--- config.mk ---
export PLATFORM = sky130hd
export DESIGN_NAME = mix_columns_row_sequencer_flat
export DESIGN_NICKNAME = d
export VERILOG_FILES = /design/src/rtl/mix_columns_row_sequencer_pkg.sv /design/src/rtl/mix_columns_row_sequencer_if.sv /design/src/rtl/GaloisOneRow.sv /design/src/rtl/mix_columns_row_sequencer.sv /design/src/flat_wrapper.sv
export SDC_FILE = /design/constraint.sdc
export NUM_CORES = 1
export LEC_CHECK = 0
export CORE_UTILIZATION = 45
export CTS_CLUSTER_SIZE = 14
export DETAILED_ROUTE_END_ITERATION = 8
export GPL_TIMING_DRIVEN = 0
export PLACE_DENSITY = 0.71
export SLEW_MARGIN = 15
export SYNTH_ARGS = -nofsm -noshare
export SYNTH_HDL_FRONTEND = slang
export SYNTH_SLANG_ARGS = --single-unit
export TNS_END_PERCENT = 100
--- constraint.sdc ---
create_clock -name clk -period 9.6 [get_ports clk]
set_input_delay 1.92 -clock clk [delete_from_list [all_inputs] [get_ports clk]]
set_output_delay 1.92 -clock clk [all_outputs]
set_load 0.02 [all_outputs]
--- src/rtl/mix_columns_row_sequencer_pkg.sv ---
// Shared constants, state encoding and row-rotation helper for the
// time-multiplexed (Inv)MixColumns sequencer.
package mix_columns_row_sequencer_pkg;

    localparam logic [31:0] MC_FWD_ROW0 = 32'h02030101;
    localparam logic [31:0] MC_INV_ROW0 = 32'h0e0b0d09;

    typedef enum logic [1:0] {
        ST_IDLE = 2'd0,
        ST_CALC = 2'd1,
        ST_DONE = 2'd2
    } state_t;

    // Row r of the circulant matrix is row 0 rotated right by r bytes.
    function automatic logic [31:0] rot_row(input logic [31:0] row, input logic [1:0] idx);
        case (idx)
            2'd0:    return row;
            2'd1:    return {row[7:0],  row[31:8]};
            2'd2:    return {row[15:0], row[31:16]};
            default: return {row[23:0], row[31:24]};
        endcase
    endfunction

endpackage

--- src/rtl/mix_columns_row_sequencer_if.sv ---
// Valid/ready bus for the MixColumns row sequencer: input state, result and control.
interface mix_columns_row_sequencer_if;
    logic         abort;
    logic         in_valid;
    logic         in_ready;
    logic         in_mode;
    logic [127:0] in_data;
    logic         out_valid;
    logic         out_ready;
    logic [127:0] out_data;
    logic         busy;

    modport master (
        output abort, in_valid, in_mode, in_data, out_ready,
        input  in_ready, out_valid, out_data, busy
    );

    modport slave (
        input  abort, in_valid, in_mode, in_data, out_ready,
        output in_ready, out_valid, out_data, busy
    );
endinterface

--- src/rtl/GaloisOneRow.sv ---
// One matrix row times the 4x4 state: out byte c = sum_k row[k] * state[col c][byte k]
// over GF(2^8) with polynomial 0x11b. Purely combinational.
module GaloisOneRow (
    input  logic [31:0]  in_row,
    input  logic [127:0] in_data,
    output logic [31:0]  out_row
);

    function automatic logic [7:0] gf_mul(input logic [7:0] a, input logic [7:0] b);
        logic [7:0] p;
        logic [7:0] x;
        p = 8'h00;
        x = a;
        for (int i = 0; i < 8; i++) begin
            if (b[i]) p = p ^ x;
            x = {x[6:0], 1'b0} ^ (x[7] ? 8'h1b : 8'h00);
        end
        return p;
    endfunction

    always_comb begin
        out_row = '0;
        for (int c = 0; c < 4; c++) begin
            for (int k = 0; k < 4; k++) begin
                out_row[31-8*c -: 8] = out_row[31-8*c -: 8]
                    ^ gf_mul(in_row[31-8*k -: 8], in_data[127-32*c-8*k -: 8]);
            end
        end
    end

endmodule

--- src/rtl/mix_columns_row_sequencer.sv ---
// Full-state (Inv)MixColumns using one shared row multiplier over four CALC cycles,
// scattering each row result into the matching byte of every output column.
module mix_columns_row_sequencer
    import mix_columns_row_sequencer_pkg::*;
#(
    parameter logic [31:0] INV_ROW0 = MC_INV_ROW0,
    parameter logic [31:0] FWD_ROW0 = MC_FWD_ROW0
) (
    input logic                          clk,
    input logic                          rst,
    mix_columns_row_sequencer_if.slave   bus
);

    state_t       state, state_nxt;
    logic [1:0]   row_cnt;
    logic         mode_q;
    logic [127:0] data_q;
    logic [127:0] out_q, out_nxt;
    logic [31:0]  sel_row;
    logic [31:0]  out_row;
    logic         accept;

    assign accept = (state == ST_IDLE) && bus.in_valid && !bus.abort;

    assign bus.in_ready  = (state == ST_IDLE);
    assign bus.out_valid = (state == ST_DONE);
    assign bus.busy      = (state == ST_CALC) || (state == ST_DONE);
    assign bus.out_data  = out_q;

    assign sel_row = rot_row(mode_q ? INV_ROW0 : FWD_ROW0, row_cnt);

    GaloisOneRow u_row (
        .in_row  (sel_row),
        .in_data (data_q),
        .out_row (out_row)
    );

    always_ff @(posedge clk or posedge rst) begin
        if (rst) state <= ST_IDLE;
        else     state <= state_nxt;
    end

    // abort wins over both the input accept and the output handshake.
    always_comb begin
        state_nxt = state;
        if (bus.abort) begin
            state_nxt = ST_IDLE;
        end else begin
            case (state)
                ST_IDLE: if (bus.in_valid)       state_nxt = ST_CALC;
                ST_CALC: if (row_cnt == 2'd3)    state_nxt = ST_DONE;
                ST_DONE: if (bus.out_ready)      state_nxt = ST_IDLE;
                default:                         state_nxt = ST_IDLE;
            endcase
        end
    end

    // Row row_cnt of the result lands at byte row_cnt of each column.
    always_comb begin
        out_nxt = out_q;
        for (int c = 0; c < 4; c++) begin
            out_nxt[127-32*c-8*int'(row_cnt) -: 8] = out_row[31-8*c -: 8];
        end
    end

    always_ff @(posedge clk or posedge rst) begin
        if (rst) begin
            row_cnt <= 2'd0;
            mode_q  <= 1'b0;
            data_q  <= '0;
            out_q   <= '0;
        end else if (bus.abort) begin
            row_cnt <= 2'd0;
        end else if (accept) begin
            data_q  <= bus.in_data;
            mode_q  <= bus.in_mode;
            row_cnt <= 2'd0;
        end else if (state == ST_CALC) begin
            out_q   <= out_nxt;
            row_cnt <= row_cnt + 2'd1;
        end
    end

endmodule

--- src/flat_wrapper.sv ---
// flat-port wrapper written by rule: the top's interface ports become plain ports
module mix_columns_row_sequencer_flat import mix_columns_row_sequencer_pkg::*;
#(
    parameter logic [31:0] INV_ROW0 = MC_INV_ROW0,
    parameter logic [31:0] FWD_ROW0 = MC_FWD_ROW0
)
  (clk, rst, bus_abort, bus_in_valid, bus_in_mode, bus_in_data, bus_out_ready, bus_in_ready, bus_out_valid, bus_out_data, bus_busy);
  mix_columns_row_sequencer_if bus_i ();
  input logic clk;
  input logic rst;
  input wire logic [$bits(bus_i.abort)-1:0] bus_abort;
  input wire logic [$bits(bus_i.in_valid)-1:0] bus_in_valid;
  input wire logic [$bits(bus_i.in_mode)-1:0] bus_in_mode;
  input wire logic [$bits(bus_i.in_data)-1:0] bus_in_data;
  input wire logic [$bits(bus_i.out_ready)-1:0] bus_out_ready;
  output wire logic [$bits(bus_i.in_ready)-1:0] bus_in_ready;
  output wire logic [$bits(bus_i.out_valid)-1:0] bus_out_valid;
  output wire logic [$bits(bus_i.out_data)-1:0] bus_out_data;
  output wire logic [$bits(bus_i.busy)-1:0] bus_busy;
  assign bus_i.abort = bus_abort;
  assign bus_i.in_valid = bus_in_valid;
  assign bus_i.in_mode = bus_in_mode;
  assign bus_i.in_data = bus_in_data;
  assign bus_i.out_ready = bus_out_ready;
  assign bus_in_ready = bus_i.in_ready;
  assign bus_out_valid = bus_i.out_valid;
  assign bus_out_data = bus_i.out_data;
  assign bus_busy = bus_i.busy;
  mix_columns_row_sequencer #(.INV_ROW0(INV_ROW0), .FWD_ROW0(FWD_ROW0)) u_core (.clk(clk), .rst(rst), .bus(bus_i));
endmodule
Yosys cells after proc, flatten, opt, wreduce, memory -nomap -nowiden
Index checks and enable logic that the tools add are counted.

operators by class
  shift operators = 8
  reduce and logical (&&, ||, !) cells = 10
  add/subtract/negate cells = 9
  equality and inequality tests = 8
  muxes and demuxes = 170
  bitwise gates (word level) = 154

operator list
  kind                                                     count
  2-to-1 mux 8 bit                                         128
  bitwise XOR 8 bit                                        124
  variable shift 8 x 33 -> 135 bit (first input constant)  4
  indexed part select 8 x 33 -> 135 bit                    4
  bitwise mux 128 bit                                      4
  bitwise XOR 8 x 5 -> 8 bit                               28
  2-to-1 mux 5 bit                                         28
  negator 32 -> 33 bit                                     4
  case mux 32 bit (3 select lines)                         1
  2-to-1 mux 28 bit                                        1
  subtractor 7 x 5 -> 8 bit (first input constant)         2
  2-to-1 mux 2 bit                                         7
  subtractor 6 x 5 -> 7 bit (first input constant)         1
  == test 2 bit (second input constant)                    3
  inequality test 3 bit (second input constant)            2
  case mux 2 bit (3 select lines)                          1
  AND reduction 3 bit                                      2
  subtractor 5 x 5 -> 6 bit (first input constant)         1
  == test 2 x 1 -> 1 bit (second input constant)           2
  zero test 2 bit                                          2
  inequality test 3 x 2 -> 1 bit (second input constant)   1
  nonzero test 3 bit                                       1
  adder 2 x 1 -> 2 bit (second input constant)             1
  logical AND 1 bit                                        2
  4 further kinds                                          5

storage, ports and cells
  bits in registers = 261
  output and inout bits = 131
  bits of input ports = 134
  logic and storage cells = 364

Longest topological paths before layout
  word-level depth = 26
  depth in mapped cells = 14
  gate-level depth less buffers = 10

Modules after synthesis
A second synthesis with hierarchy kept.

second synthesis, totals
  cells, all modules = 3252
  area total of the unflattened synthesis = 27398.8 µm²

by module, submodules not included
  module                     area each (µm²)  seq. area each (µm²)  cells an instance  instances
  GaloisOneRow               16474.6          0.0                   2416               1
  mix_columns_row_sequencer  10924.2          6531.3                836                1

Worst setup path after synthesis
Ideal clock, no wire load.

  kind = input -> register
  start = input bus_in_valid
  end = register u_core.out_q[120] (netlist: u_core.bus.out_data[120])
  arrival = 3.259 ns
  data required time = 9.532 ns
  stages on the path = 5
  slack = 6.273 ns
  path buffers = 0
  setup time = 0.068 ns
  path through = a21o_1 > nor2_1 > nand2_1 > nor3_1 > a22o_1

between the ends
  longest elaborated chain between the ends = 4

ends and longest elaborated chain
  element                               RTL line                         RTL
  from (decl)                           flat_wrapper.sv:12               input wire logic [$bits(bus_i.in_valid)-1:0] bus_in_valid;
  logical AND 1 bit (2 in series)       mix_columns_row_sequencer.sv:23  assign accept = (state == ST_IDLE) && bus.in_valid && !bus.abort;
  inverter 1 bit (no source line)       -
  AND reduction 3 bit (no source line)  -
  to (signal assigned)                  mix_columns_row_sequencer.sv:79  out_q <= out_nxt;
  to (decl)                             mix_columns_row_sequencer.sv:18  logic [127:0] out_q, out_nxt;

Every way passes these cells.
A chain may end at the register's enable or synchronous reset.

Worst setup path after layout
  start = register u_core.row_cnt[1]
  end = register u_core.out_q[103] (netlist: u_core.bus.out_data[103])

between the ends
  longest elaborated chain between the ends = 26
  elaborated cells between the ends (all ways) = 332
  classes of those cells = 8 x add/sub; 2 x eq/ne; 8 x shift; 161 x mux; 152 x bitwise; 1 x reduce/logical

ends and longest elaborated chain
  element                                      RTL line                             RTL
  from (decl)                                  mix_columns_row_sequencer.sv:15      logic [1:0] row_cnt;
  from (signal assigned)                       mix_columns_row_sequencer.sv:80      row_cnt <= row_cnt + 2'd1;
  == test 2 bit, or another cell as far along  mix_columns_row_sequencer_pkg.sv:16  case (idx)
  case mux 32 bit (3 select lines)             mix_columns_row_sequencer_pkg.sv:16
  2-to-1 mux 5 bit                             GaloisOneRow.sv:16                   x = {x[6:0], 1'b0} ^ (x[7] ? 8'h1b : 8'h00);
  bitwise XOR 8 x 5 -> 8 bit                   GaloisOneRow.sv:16
  bitwise XOR 8 bit                            GaloisOneRow.sv:15                   if (b[i]) p = p ^ x;
  2-to-1 mux 8 bit                             GaloisOneRow.sv:15
  bitwise XOR 8 bit                            GaloisOneRow.sv:15
  2-to-1 mux 8 bit                             GaloisOneRow.sv:15
  (+6 left out)                                -
  bitwise XOR 8 bit                            GaloisOneRow.sv:15
  2-to-1 mux 8 bit                             GaloisOneRow.sv:15
  bitwise XOR 8 bit                            GaloisOneRow.sv:15
  2-to-1 mux 8 bit                             GaloisOneRow.sv:15
  bitwise XOR 8 bit (3 in series)              GaloisOneRow.sv:26                   ^ gf_mul(in_row[31-8*k -: 8], in_data[127-32*c-8*k -: 8]);
  indexed part select 8 x 33 -> 135 bit        mix_columns_row_sequencer.sv:62      out_nxt[127-32*c-8*int'(row_cnt) -: 8] = out_row[31-8*c -: 8];
  bitwise mux 128 bit (3 in series)            mix_columns_row_sequencer.sv:62
  bitwise mux 128 bit *                        mix_columns_row_sequencer.sv:62

Mark *: on every way between the ends. The rest lies on a longest branch, timed or not.

==> metrics.txt <==
status=completed; vias in the first global route=approximately 14000; async set or reset register ratio after synthesis=100%; Slew HR=~26%; final number of hold-violating endpoints=0; worst-path cell with the longest stage delay=clkbuf_1; Chip Height=198 um; Setup crit start kind=flip-flop; Yosys warning total=0; worst-skew pair later-pin latency=0.55 ns; worst clock skew=0.0128 ns; drt initial violations=1268; mux contribution to synthesized area=11.6%; gr usage total=between 30% and 40%; Buf/Inv on CP=3; grt ovf=0; CP Class=reg2reg; simple logic cell fraction of the synthesized area=12.6%; Detailed Route WL=60.9 mm; Mapped Area=17300 um2; dpl ws=~4.8 ns; Worst Path Max Fanout=10; Via density=roughly 5.6; setup ws final=roughly 5 ns; Synth Area in Adders=less than 1%; CTS Sinks=261; Max Cap Viol=0; largest family of logic cells by synthesized area=XOR/XNOR gates; setup bufs post-CTS=0; Avg Cell Area, Syn=9.61 um2; Post-synth EDFFs=0; Synth Register Bits=261; io pins=265; Worst Setup End Kind=flip-flop; residual DRC count=0; setup violators final=0; RePlAce Congestion=0.977; max-slew violation count=0; Die Wd=198 um; Post-synth top flop=dfrtp_1; clk buf depth=3; XOR/XNOR share of the synthesized area=a little under a quarter; Non-Filler Instances=approximately 2600; clock slew at reported path FFs=about 0.070 ns; dpl hpwl=45.6 mm; CP required=~10 ns; antenna violations before repair=0; final setup TNS=0 ns; Unique masters post-synth=65; hold buffers post-CTS=0; sequential element share of the synthesized area=37.8%; first-pass GRT wire length=90.7 mm; Fmax=218 MHz; Net Count, Synth=between 1500 and 2000; Total Nets Final=2236; Final Critical Period=4.58 ns; antenna-violating nets left=0; flop-to-flop setup slack=about 5.0 ns; CTS resizes=0; Synth Area in Compound Gates=10.8%; Initial Util=45.7%; share of layout cells above drive strength 1=10.9%; Hold WC Path Type=reg2reg; Placeable Area=about 38000 um2; number of H-tree levels=1; Period Utilization, post-route=a little under half; most frequent CP cell=xnor2_1; CP Data Arrival Time=roughly 5 ns; # fillers=3375; drt pass-1 iters=5; CP Cell Sequence=inv_1 -> ha_1 -> clkbuf_1 -> clkbuf_1 -> nor2_1 -> xnor2_1 -> xnor2_1 -> xnor2_1 -> xnor2_1 -> xnor2_1 -> o21ai_0; Lkg Pwr=about 8.5 nW; final hold slack=0.476 ns; Num CTS Buffers=27; Total Die Area=39200 um2; number of buffers added on ports=between 200 and 300; Synth-to-Final Area Change=24.2%; largest net degree at the start of global routing=93; maximum VDD drop=0.256 mV; Final Util=56.8%; post-synthesis cell count=1796; worst slew pin tran=~1.1 ns; CP top delay family=buffers and inverters; unrepaired setup endpoints after global routing=false; vias=around 15000; PwrDens=around 380 nW/um2; Post-Place Cells=2573; # rows=71; CTS tree=built; Root Driver=clkbuf_16; DR WL/cell=23.3 um; critical path's largest stage delay=0.80 ns
-- Yosys cell counts, types with 3 or more instances --
library cell  number  area [um2]
mux2i_1           52         521
buf_1              4        15.0
and2_1             4        25.0
mux2_2           131        1480
o211ai_1           6        45.0
a21boi_0           4        30.0
nor3b_1            6        45.0
ha_1              11         138
xnor2_2            3        48.8
clkbuf_1          73         274
a211oi_1           4        30.0
nor3_1             5        25.0
o22ai_1            6        37.5
dfrtp_1          261        6530
a21oi_1           36         180
buf_4              6        45.0
nand2b_1          31         194
or3_1              3        18.8
nand3b_1           4        30.0
a31oi_1            3        18.8
o31ai_1            4        30.0
nand2_1          244         916
nor2_1            55         206
a32oi_1           10        87.6
xor2_1            44         385
a311oi_1           3        26.3
and3_1             4        25.0
a21o_1            10        75.1
inv_1             15        56.3
o21ai_0           75         375
nand4_1            6        37.5
buf_2             37         185
a22oi_1            6        45.0
o21ai_1           77         385
nor2b_1           81         507
xnor2_1          376        3290
nand3_1           20         100
a22o_1            35         307
xnor3_1            8         180
-- area by class of cell --
| type | instances | area, um2 | area share (%) |
|---|---|---|---|
| timing repair buffer | 266 | 2700 | 12.6 |
| multi-input combinational | 1395 | 10100 | 47.2 |
| inverter | 17 | 71.3 | 0.333 |
| sequential | 261 | 6530 | 30.5 |
| tap | 511 | 639 | 2.98 |
| clock inverter | 9 | 82.6 | 0.385 |
| clock buffer | 36 | 749 | 3.49 |
| buffer | 123 | 547 | 2.55 |
| antenna | 1 | 2.50 | 0.0117 |
-- state kept, by name, indices dropped and copies added, names as in the netlist --
name,flops
u_core.data_q,128
u_core.state,2
u_core.mode_q,1
u_core.bus.out_data,128
u_core.row_cnt,2
-- path summary, 6_finish.rpt --
path,endpoint,depth (start not counted),startpoint
worst max-delay path,u_core.bus.out_data[103],11,u_core.row_cnt[1]
worst min-delay path,u_core.bus.out_data[88],2,u_core.bus.out_data[88]
worst max register to register,u_core.bus.out_data[103],11,u_core.row_cnt[1]
worst min register to register,u_core.bus.out_data[88],2,u_core.bus.out_data[88]
max in group asynchronous,u_core.data_q[7],4,rst
min in group asynchronous,u_core.bus.out_data[71],2,rst
-- placed cells by master, fill, tap and decap left out, drive strengths merged, types with 4 or more instances in the layout --
master	n
xnor2	379
clkdlybuf4s50	264
dfrtp	261
nand2	244
o21ai	152
mux2	132
clkbuf	110
nor2b	81
nor2	55
mux2i	52
buf	51
xor2	45
a21oi	36
a22o	35
nand2b	31
nand3	20
inv	16
ha	11
a21o	10
a32oi	10
xnor3	8
nor3b	7
clkinv	7
nand4	6
o211ai	6
a22oi	6
o22ai	6
nor3	5
nand3b	4
o31ai	4
a21boi	4
and2	4
a211oi	4
and3	4
-- report_power, final --
part	internal [mW]	leakage, nW	switching, mW	total, mW
combinational	2.20	4.78	3.19	5.39
clock	0.571	0.406	0.428	0.999
sequential	1.34	3.32	0.328	1.66
-- worst register-to-register path: cells and delay by family, from the launching register on --
| family | cells | cell delay (ns) |
|---|---|---|
| DFF | 1 | 0.48 |
| adders and majority gates | 1 | 0.58 |
| xor gates and xnor gates | 5 | 1.28 |
| and+or+nand+nor | 1 | 0.12 |
| AOI/OAI and AO/OA | 1 | 0.16 |
| buffers and inverters | 3 | 1.80 |
-- stage by stage --
step	total power, mW	instance area, um2
2_1_floorplan	5.28	17300
3_3_place_gp	6.88	20500
3_5_place_dp	6.96	20600
4_1_cts	7.97	21400
5_1_grt	8.43	21400
6_report	8.06	21400
-- cell families after synthesis --
logic type / count (synthesis)
AO/OA/AOI/OAI: 298
XOR/XNOR: 433
adder cells (fa/ha/maj): 11
buffers and inverters: 140
flip-flops: 261
multiplexers: 184
AND/OR/NAND/NOR: 469
-- layer usage --
layer | wire [um] | GRT usage (%)
met1 | 25000 | 41.8
met2 | 27200 | 50.2
met3 | 5860 | 5.35
met4 | 2860 | 13.4
met5 | 0 | 0
Power figures use the tool's default switching activity.
